$ cat config.mk
export PLATFORM = sky130hd
export DESIGN_NAME = quiz_referee_flat
export DESIGN_NICKNAME = d
export VERILOG_FILES = /design/src/rtl/quiz_referee_pkg.sv /design/src/rtl/quiz_referee_if.sv /design/src/rtl/quiz_referee_btn_edge.sv /design/src/rtl/quiz_referee.sv /design/src/flat_wrapper.sv
export SDC_FILE = /design/constraint.sdc
export NUM_CORES = 1
export LEC_CHECK = 0
export ABC_AREA = 1
export CAP_MARGIN = 5
export CORE_AREA = 2 2 78 80
export CTS_CLUSTER_SIZE = 14
export DETAILED_ROUTE_END_ITERATION = 8
export DIE_AREA = 0 0 80 82
export PLACE_DENSITY = 0.7
export SLEW_MARGIN = 5
export SYNTH_ARGS = -nofsm -noshare
export SYNTH_HDL_FRONTEND = slang
export SYNTH_SLANG_ARGS = --single-unit
$ cat constraint.sdc
create_clock -name clk -period 4.1 [get_ports clk]
set_input_delay 0.615 -clock clk [delete_from_list [all_inputs] [get_ports clk]]
set_output_delay 0.615 -clock clk [all_outputs]
set_load 0.03 [all_outputs]
$ cat src/rtl/quiz_referee_pkg.sv
// Shared types and constants for the quiz referee: FSM state encoding,
// winner encoding and the index of the final question.
`timescale 1ns/1ps
package quiz_referee_pkg;

  typedef enum logic [2:0] {
    S_IDLE  = 3'd0,
    S_SHOW  = 3'd1,
    S_WAIT  = 3'd2,
    S_JUDGE = 3'd3,
    S_NEXT  = 3'd4,
    S_OVER  = 3'd5
  } fsm_t;

  typedef enum logic [1:0] {
    WIN_NONE = 2'd0,
    WIN_P1   = 2'd1,
    WIN_P2   = 2'd2,
    WIN_TIE  = 2'd3
  } winner_t;

  localparam logic [2:0] LAST_QUESTION = 3'd5;

endpackage

$ cat src/rtl/quiz_referee_if.sv
// Player/host-facing signal bundle of the quiz referee.
// Handshake: start/p1_go/p2_go are level buttons (one press per rising edge,
// no ready); trig_p1/trig_p2 are one-cycle pulses with no back-pressure.
`timescale 1ns/1ps
interface quiz_referee_if;
  logic       start;
  logic       p1_go;
  logic       p2_go;
  logic [2:0] p1_sel;
  logic [2:0] p2_sel;
  logic [2:0] ans;
  logic [2:0] state;
  logic       trig_p1;
  logic       trig_p2;
  logic       show_en;
  logic       game_over;
  logic [1:0] winner;
  logic [2:0] fsm;

  modport master (
    output start, p1_go, p2_go, p1_sel, p2_sel, ans,
    input  state, trig_p1, trig_p2, show_en, game_over, winner, fsm
  );

  modport slave (
    input  start, p1_go, p2_go, p1_sel, p2_sel, ans,
    output state, trig_p1, trig_p2, show_en, game_over, winner, fsm
  );
endinterface

$ cat src/rtl/quiz_referee_btn_edge.sv
// Two-flop synchroniser for an asynchronous button followed by a registered
// rising-edge detector: a held button yields a single one-cycle pulse.
`timescale 1ns/1ps
module btn_edge (
  input  logic clk,
  input  logic rst,
  input  logic din,
  output logic pulse
);

  logic s1, s2, s3;

  always_ff @(posedge clk or posedge rst) begin
    if (rst) begin
      s1    <= 1'b0;
      s2    <= 1'b0;
      s3    <= 1'b0;
      pulse <= 1'b0;
    end else begin
      s1    <= din;
      s2    <= s1;
      s3    <= s2;
      pulse <= s2 & ~s3;
    end
  end

endmodule

$ cat src/rtl/quiz_referee.sv
// Two-player quiz referee: shows each question, accepts the first answers,
// judges them, pulses the score triggers and declares the winner.
`timescale 1ns/1ps
module quiz_referee
  import quiz_referee_pkg::*;
#(
  parameter int SHOW_CYCLES    = 50,
  parameter int TIMEOUT_CYCLES = 500,
  parameter int WIN_SCORE      = 5
) (
  input logic           clk,
  input logic           rst,
  quiz_referee_if.slave bus
);

  localparam int CNT_MAX = (SHOW_CYCLES > TIMEOUT_CYCLES) ? SHOW_CYCLES : TIMEOUT_CYCLES;
  localparam int CW      = $clog2(CNT_MAX + 1);
  localparam logic [2:0] WIN_Q = 3'(WIN_SCORE);

  fsm_t cur, nxt;

  logic          start_e, p1_e, p2_e;
  logic [CW-1:0] cnt;
  logic          cnt_clr;
  logic [2:0]    q;
  logic [2:0]    score1, score2;
  logic          lock1, lock2;
  logic          att1, att2;
  logic [2:0]    sel1, sel2;
  logic          trig1, trig2;

  logic acc1, acc2, c1, c2, w1, w2, timeout, show_done, game_end;

  btn_edge u_start (.clk(clk), .rst(rst), .din(bus.start), .pulse(start_e));
  btn_edge u_p1    (.clk(clk), .rst(rst), .din(bus.p1_go), .pulse(p1_e));
  btn_edge u_p2    (.clk(clk), .rst(rst), .din(bus.p2_go), .pulse(p2_e));

  // Go pulses only matter in WAIT; elsewhere they simply expire.
  assign acc1      = (cur == S_WAIT) && p1_e && !lock1;
  assign acc2      = (cur == S_WAIT) && p2_e && !lock2;
  assign c1        = att1 && (sel1 == bus.ans);
  assign c2        = att2 && (sel2 == bus.ans);
  assign w1        = att1 && !c1;
  assign w2        = att2 && !c2;
  assign timeout   = (cnt == CW'(TIMEOUT_CYCLES - 1));
  assign show_done = (cnt == CW'(SHOW_CYCLES - 1));
  assign game_end  = (score1 >= WIN_Q) || (score2 >= WIN_Q) || (q >= LAST_QUESTION);

  always_ff @(posedge clk or posedge rst) begin
    if (rst) cur <= S_IDLE;
    else     cur <= nxt;
  end

  always_comb begin
    nxt = cur;
    case (cur)
      S_IDLE:  if (start_e) nxt = S_SHOW;
      S_SHOW:  if (show_done) nxt = S_WAIT;
      S_WAIT: begin
        if (acc1 || acc2) nxt = S_JUDGE;
        else if (timeout) nxt = S_NEXT;
      end
      S_JUDGE: begin
        if (c1 || c2)                             nxt = S_NEXT;
        else if ((lock1 || w1) && (lock2 || w2))  nxt = S_NEXT;
        else                                      nxt = S_WAIT;
      end
      S_NEXT:  nxt = game_end ? S_OVER : S_SHOW;
      S_OVER:  if (start_e) nxt = S_IDLE;
      default: nxt = S_IDLE;
    endcase
  end

  always_comb begin
    bus.show_en   = (cur == S_SHOW) || (cur == S_WAIT) || (cur == S_JUDGE);
    bus.game_over = (cur == S_OVER);
    bus.winner    = WIN_NONE;
    if (cur == S_OVER) begin
      if (score1 > score2)      bus.winner = WIN_P1;
      else if (score2 > score1) bus.winner = WIN_P2;
      else                      bus.winner = WIN_TIE;
    end
  end

  assign bus.state   = q;
  assign bus.trig_p1 = trig1;
  assign bus.trig_p2 = trig2;
  assign bus.fsm     = cur;

  // The timeout count survives JUDGE->WAIT so a wrong answer buys no extra time.
  assign cnt_clr = (cur == S_IDLE) || (cur == S_NEXT) || (cur == S_SHOW && nxt == S_WAIT);

  always_ff @(posedge clk or posedge rst) begin
    if (rst)                                 cnt <= '0;
    else if (cnt_clr)                        cnt <= '0;
    else if (cur == S_SHOW || cur == S_WAIT) cnt <= cnt + 1'b1;
  end

  always_ff @(posedge clk or posedge rst) begin
    if (rst) begin
      q      <= '0;
      score1 <= '0;
      score2 <= '0;
      lock1  <= 1'b0;
      lock2  <= 1'b0;
      att1   <= 1'b0;
      att2   <= 1'b0;
      sel1   <= '0;
      sel2   <= '0;
      trig1  <= 1'b0;
      trig2  <= 1'b0;
    end else begin
      trig1 <= 1'b0;
      trig2 <= 1'b0;
      case (cur)
        S_IDLE: begin
          q      <= '0;
          score1 <= '0;
          score2 <= '0;
          lock1  <= 1'b0;
          lock2  <= 1'b0;
        end
        S_WAIT: begin
          att1 <= acc1;
          att2 <= acc2;
          if (acc1) sel1 <= bus.p1_sel;
          if (acc2) sel2 <= bus.p2_sel;
        end
        S_JUDGE: begin
          trig1 <= c1;
          trig2 <= c2;
          if (c1 && score1 != WIN_Q) score1 <= score1 + 3'd1;
          if (c2 && score2 != WIN_Q) score2 <= score2 + 3'd1;
          lock1 <= lock1 | w1;
          lock2 <= lock2 | w2;
        end
        S_NEXT: begin
          lock1 <= 1'b0;
          lock2 <= 1'b0;
          if (!game_end) q <= q + 3'd1;
        end
        default: ;
      endcase
    end
  end

endmodule

$ cat src/flat_wrapper.sv
// flat-port wrapper written by rule: the top's interface ports become plain ports
module quiz_referee_flat import quiz_referee_pkg::*;
#(
  parameter int SHOW_CYCLES    = 50,
  parameter int TIMEOUT_CYCLES = 500,
  parameter int WIN_SCORE      = 5
)
  (clk, rst, bus_start, bus_p1_go, bus_p2_go, bus_p1_sel, bus_p2_sel, bus_ans, bus_state, bus_trig_p1, bus_trig_p2, bus_show_en, bus_game_over, bus_winner, bus_fsm);
  quiz_referee_if bus_i ();
  input logic clk;
  input logic rst;
  input wire logic [$bits(bus_i.start)-1:0] bus_start;
  input wire logic [$bits(bus_i.p1_go)-1:0] bus_p1_go;
  input wire logic [$bits(bus_i.p2_go)-1:0] bus_p2_go;
  input wire logic [$bits(bus_i.p1_sel)-1:0] bus_p1_sel;
  input wire logic [$bits(bus_i.p2_sel)-1:0] bus_p2_sel;
  input wire logic [$bits(bus_i.ans)-1:0] bus_ans;
  output wire logic [$bits(bus_i.state)-1:0] bus_state;
  output wire logic [$bits(bus_i.trig_p1)-1:0] bus_trig_p1;
  output wire logic [$bits(bus_i.trig_p2)-1:0] bus_trig_p2;
  output wire logic [$bits(bus_i.show_en)-1:0] bus_show_en;
  output wire logic [$bits(bus_i.game_over)-1:0] bus_game_over;
  output wire logic [$bits(bus_i.winner)-1:0] bus_winner;
  output wire logic [$bits(bus_i.fsm)-1:0] bus_fsm;
  assign bus_i.start = bus_start;
  assign bus_i.p1_go = bus_p1_go;
  assign bus_i.p2_go = bus_p2_go;
  assign bus_i.p1_sel = bus_p1_sel;
  assign bus_i.p2_sel = bus_p2_sel;
  assign bus_i.ans = bus_ans;
  assign bus_state = bus_i.state;
  assign bus_trig_p1 = bus_i.trig_p1;
  assign bus_trig_p2 = bus_i.trig_p2;
  assign bus_show_en = bus_i.show_en;
  assign bus_game_over = bus_i.game_over;
  assign bus_winner = bus_i.winner;
  assign bus_fsm = bus_i.fsm;
  quiz_referee #(.SHOW_CYCLES(SHOW_CYCLES), .TIMEOUT_CYCLES(TIMEOUT_CYCLES), .WIN_SCORE(WIN_SCORE)) u_core (.clk(clk), .rst(rst), .bus(bus_i));
endmodule
; Word level (Yosys, flattened, before mapping)
; Cells that the tools add are included.
[word_totals]
regBits = 45
input_bits = 14
output_inout_bits = 12
[op_classes]
addsub = 4
order_cmp = 5
eq_ne = 15
mux = 24
bitwise_logic = 8
reduce_logical = 37
[ops]
columns = op, n
row1 = $mux W3, 11
row2 = $mux W9, 2
row3 = $pmux W3 S2, 3
row4 = $pmux W3 S6, 1
row5 = $logic_and A1 B1 Y1, 12
row6 = $logic_or A1 B1 Y1, 10
row7 = $reduce_and A2 Y1, 5
row8 = $add A3 B1 Y3 const B, 3
row9 = $add A9 B1 Y9 const B, 1
row10 = $eq A3 B2 Y1 const B, 3
row11 = $eq A9 B6 Y1 const B, 1
row12 = $eq A9 B9 Y1 const B, 1
row13 = $ge A3 B3 Y1 const B, 3
row14 = $reduce_bool A2 Y1, 4
row15 = $eq A3 B3 Y1, 2
row16 = $eq A3 B3 Y1 const B, 2
row17 = $gt A3 B3 Y1, 2
row18 = $ne A2 B2 Y1 const B, 3
row19 = $ne A3 B3 Y1 const B, 2
row20 = $logic_not A1 Y1, 4
row21 = $mux W2, 2
row22 = $pmux W1 S2, 2
row23 = $and A1 B1 Y1, 3
row24 = $eq A3 B1 Y1 const B, 1
row25 = 5 further kinds, 10

; Logic depth before layout (Yosys ltp)
[depth]
word_depth = 13
mapped_depth = 10
mapped_depth_nobuf = 10

; By module
; From an unflattened synthesis, not the netlist that was laid out.
[hier_totals]
hier_cells = 263
hier_area_um2 = 2294.7
[by_module_without_submodules]
columns = mod, n_inst, cells_per_inst, area_each_um2, seq_area_each_um2
row1 = quiz_referee, 1, 242, 1953.1, 825.8
row2 = btn_edge, 3, 7, 113.9, 100.1

; Least setup slack after synthesis
; OpenSTA, ideal clock, no wires.
[synth_path]
kind = register to output
start = register u_core.cur[2] (netlist: u_core.bus.fsm[2])
end = output bus_winner[0]
t_arrival_ns = 1.780
path_slack_ns = 1.705
path_stages_with_launch = 5
n_path_buf = 0
path_cell_list = dfrtp_1 inv_2 nor3_2 inv_1 a21oi_1
[synth_between]
elab_chain_len = 2
[synth_rtl]
columns = element, line_no
row1 = "start, declared", quiz_referee.sv:20  ; fsm_t cur, nxt;
row2 = "start signal, assigned", quiz_referee.sv:51  ; else cur <= nxt;
row3 = $eq A3 B3 Y1, n/a
row4 = via bus_game_over, flat_wrapper.sv:22  ; output wire logic [$bits(bus_i.game_over)-1:0] bus_game_over;
row5 = $mux W2, quiz_referee.sv:78  ; if (cur == S_OVER) begin
row6 = "end, declared", flat_wrapper.sv:23  ; output wire logic [$bits(bus_i.winner)-1:0] bus_winner;
; The timed path passes the listed nets, and every way through them passes these cells.

; Final worst setup path
[layout_path]
start = register u_core.score1[2]
end = output bus_winner[0]
[layout_between]
elab_chain_len = 4
[layout_rtl]
columns = element, line_no
row1 = "start, declared", quiz_referee.sv:26  ; logic [2:0] score1, score2;
row2 = "start signal, assigned", quiz_referee.sv:132  ; if (c1 && score1 != WIN_Q) score1 <= score1 + 3'd1;
row3 = $gt A3 B3 Y1, quiz_referee.sv:80  ; else if (score2 > score1) bus.winner = WIN_P2;
row4 = $mux W1, quiz_referee.sv:80
row5 = $mux W2 *, quiz_referee.sv:79  ; if (score1 > score2) bus.winner = WIN_P1;
row6 = $mux W2 *, quiz_referee.sv:78
; Every way passes the cells marked *; elsewhere a longest branch is shown, timed or not.

==> run metrics <==
Pleak=1.31 nW; area delta synth->final=20.7%; Max IR drop VDD=0.195 mV; min-delay src=u_core.u_start.s1; Post-synth top flop=dfrtp_1; final number of max-transition violations=0; cts repair resizes=0; Worst Path Max Fanout=5; core area=5750 sq um; area of the multi-input gates=973 sq um; post-DP HPWL=3000 microns; post-synthesis async set-or-reset flop share=100%; ant diodes=0; die area=6560 sq um; Setup Crit Path Kind=flop to primary output; top cells by area, synth=dfrtp_1 (50%), nand2_1 (9.2%), nor2_1 (6.4%); clock power share=35.0%; setup ws final=1.28 ns; final worst path period share=68.8%; vias per cell=4.70; Final Util=47.1%; highest-delay cell along the critical path=clkdlybuf4s50_1; Setup Slack @ Placement=1.60 ns; Routed Antenna Nets=0; clock skew=0.00298 ns; clock tree buffer depth=2; EDFF count, synth=0; initial antenna violation count=0; Yosys warning count=0; top cells by count, synth=nand2_1 (55), dfrtp_1 (45), nor2_1 (38), inv_1 (34), nand3_1 (22); Cells after Synth=264; Via Count=1,748; Min-Delay Path Depth=0; root buffer cell=clkbuf_8; Sw Ratio=25.6%; Setup crit end kind=primary output; slew of the pin with the lowest slew margin=0.571 ns; Fillers=578; largest net degree at the start of global routing=46; Flop pwr share=51.3%; synthesized area per cell=8.49 sq um; setup bufs post-CTS=0; mapped cell area=2240 sq um; CP Data Arrival Time=2.21 ns; Worst Reg-to-Reg Cells=7; initial drt markers=101; register area share after synthesis=50.2%; grt total ovfl=0; RSZ-0062 raised after global routing=no; CTS tree=yes; wire length of the first global-routing pass=7060 microns; Slew headroom=61.9%; DRC violations left=0; CTS Sinks=45; Int Power=0.729 mW; post-DR wirelength/cell=10.8 microns; most frequent cell after synthesis=nand2_1; Logic pwr share=13.7%; cts bufs inserted=5; Pre-Repair DR Iteration Count=4; IO Pins=26; post-synth top area share=50.2%; port bufs=25; sequential cell area=1130 sq um; worst path bufs/invs=2; P_sw=0.250 mW; die span in x=80 microns; FF+latch count, synth=45; Setup-failing EPs final=0; delay-heaviest family, CP=buffers and inverters; RD Place Congestion=0.755; Hold WC Path Type=flop to flop; Tot GR Track Use=13.9%; nets=321; Fin Setup TNS=0 ns; Levels on crit path=6; syn_nets=289; synth unique cells=25; Fin. Hold Viols=0; depth of the CTS H-tree=2; outcome=completed; Critical Path RT=3.48 ns; vias in the first global route=1,578; crit path launch type=flop; pwr dens=362 nW/um^2; CTS clock-pin slew for the worst setup and hold paths=0.08 ns; FMAX=354 MHz; Die Y=82 microns; # hold bufs at CTS=0; max incr delay on CP=0.69 ns; Worst Setup SP=u_core.score1[2]; worst r2r src=u_core.score1[0]; Yosys top cell by area=dfrtp_1; Total Wirelength=4010 microns; Worst-Skew Late Latency=0.29 ns; Site Rows=28; fin crit period=2.82 ns; worst-path cell chain=inv_1 -> ha_1 -> a31oi_1 -> nand2_1 -> a21oi_1 -> clkdlybuf4s50_1; starting density of the core=39.0%; fraction of layout cells with a size suffix above 1=7.07%; Power Total=0.979 mW; max-cap viol count=0
## per-layer routing
metal	track usage [%]	vias up	part of all wire [%]
li1	-	905	-
met1	18.2	806	48
met2	22.2	30	47
met3	3.30	7	3.7
met4	5.59	0	1.4
met5	0	-	0
## placed cells by master, fill, tap and decap left out
| master | instances |
|---|---|
| mux2_2 | 2 |
| inv_2 | 3 |
| ha_1 | 11 |
| o211ai_1 | 1 |
| clkbuf_8 | 6 |
| xnor2_1 | 7 |
| o21ai_0 | 9 |
| clkbuf_1 | 1 |
| clkdlybuf4s50_1 | 25 |
| nand3_1 | 22 |
| or2_2 | 1 |
| nand3_2 | 2 |
| nor3_1 | 1 |
| nand2_1 | 55 |
| a21oi_1 | 13 |
| nand2_2 | 1 |
| o21ai_1 | 1 |
| buf_4 | 1 |
| clkinv_1 | 1 |
| o21ai_2 | 1 |
| bufinv_16 | 1 |
| nor2_1 | 38 |
| o21bai_1 | 1 |
| nor3_2 | 3 |
| nand4_1 | 6 |
| dfrtp_1 | 45 |
| xor2_1 | 4 |
| inv_1 | 33 |
| a211oi_1 | 1 |
| a31oi_1 | 1 |
## worst register-to-register path, stage by stage (launching register included)
cell	delay [ns]
dfrtp_1	0.43
ha_1	0.21
nand2_1	0.12
nand2_1	0.06
a21oi_1	0.20
nand4_1	0.24
nand3_1	0.12
o21ai_0	0.09
## metrics by stage
| step | cells | area, sq um | hold slack [ns] |
|---|---|---|---|
| 2_1_floorplan | 264 | 2240 | 0.331 |
| 3_3_place_gp | 364 | 2590 | 0.332 |
| 5_1_grt | 372 | 2710 | 0.359 |
| 4_1_cts | 372 | 2710 | 0.357 |
| 3_5_place_dp | 364 | 2590 | 0.338 |
| 6_report | 372 | 2710 | 0.356 |
## registers in the layout, indices dropped and copies added, names as in the netlist, 3 cells and up
signal            cells
u_core.score1         3
u_core.sel1           3
u_core.bus.fsm        3
u_core.score2         3
u_core.cnt            9
u_core.bus.state      3
u_core.sel2           3
## layout make-up
class,count,share of cell area [%]
timing repair buffer,26,9.52
clock inverter,1,1.11
clock buffer,7,3.19
sequential,45,41.6
inverter,37,5.13
tap,75,3.47
multi-input combinational,181,36.0
## power groups by stage
| stage | registers, mW | logic (mW) | clock network, mW |
|---|---|---|---|
| final | 0.502 | 0.134 | 0.343 |
| after global routing | 0.508 | 0.157 | 0.373 |
| after CTS | 0.502 | 0.137 | 0.358 |
| after detailed placement | 0.511 | 0.135 | 0 |
| after global placement | 0.510 | 0.133 | 0 |
| after floorplan | 0.508 | 0.0953 | 0 |
## logic make-up after synthesis
family / Yosys count / synth area share, %
AO/OA/AOI/OAI: 28 / 6.81
XOR/XNOR: 11 / 4.30
adder cells (fa/ha/maj): 11 / 6.14
buffers and inverters: 38 / 6.36
flip-flops: 45 / 50.2
multiplexers: 2 / 1.00
AND/OR/NAND/NOR: 129 / 25.2
## path summary, 6_finish.rpt
check,slack (ns),to
worst max-delay path,1.28,bus_winner[0]
worst min-delay path,0.36,u_core.u_start.s2
worst max register to register,2.50,u_core.bus.state[1]
worst min register to register,0.36,u_core.u_start.s2
max in group asynchronous,2.95,u_core.bus.fsm[0]
min in group asynchronous,0.76,u_core.u_p2.s1
Note: power is estimated with default switching activity, not from simulation.
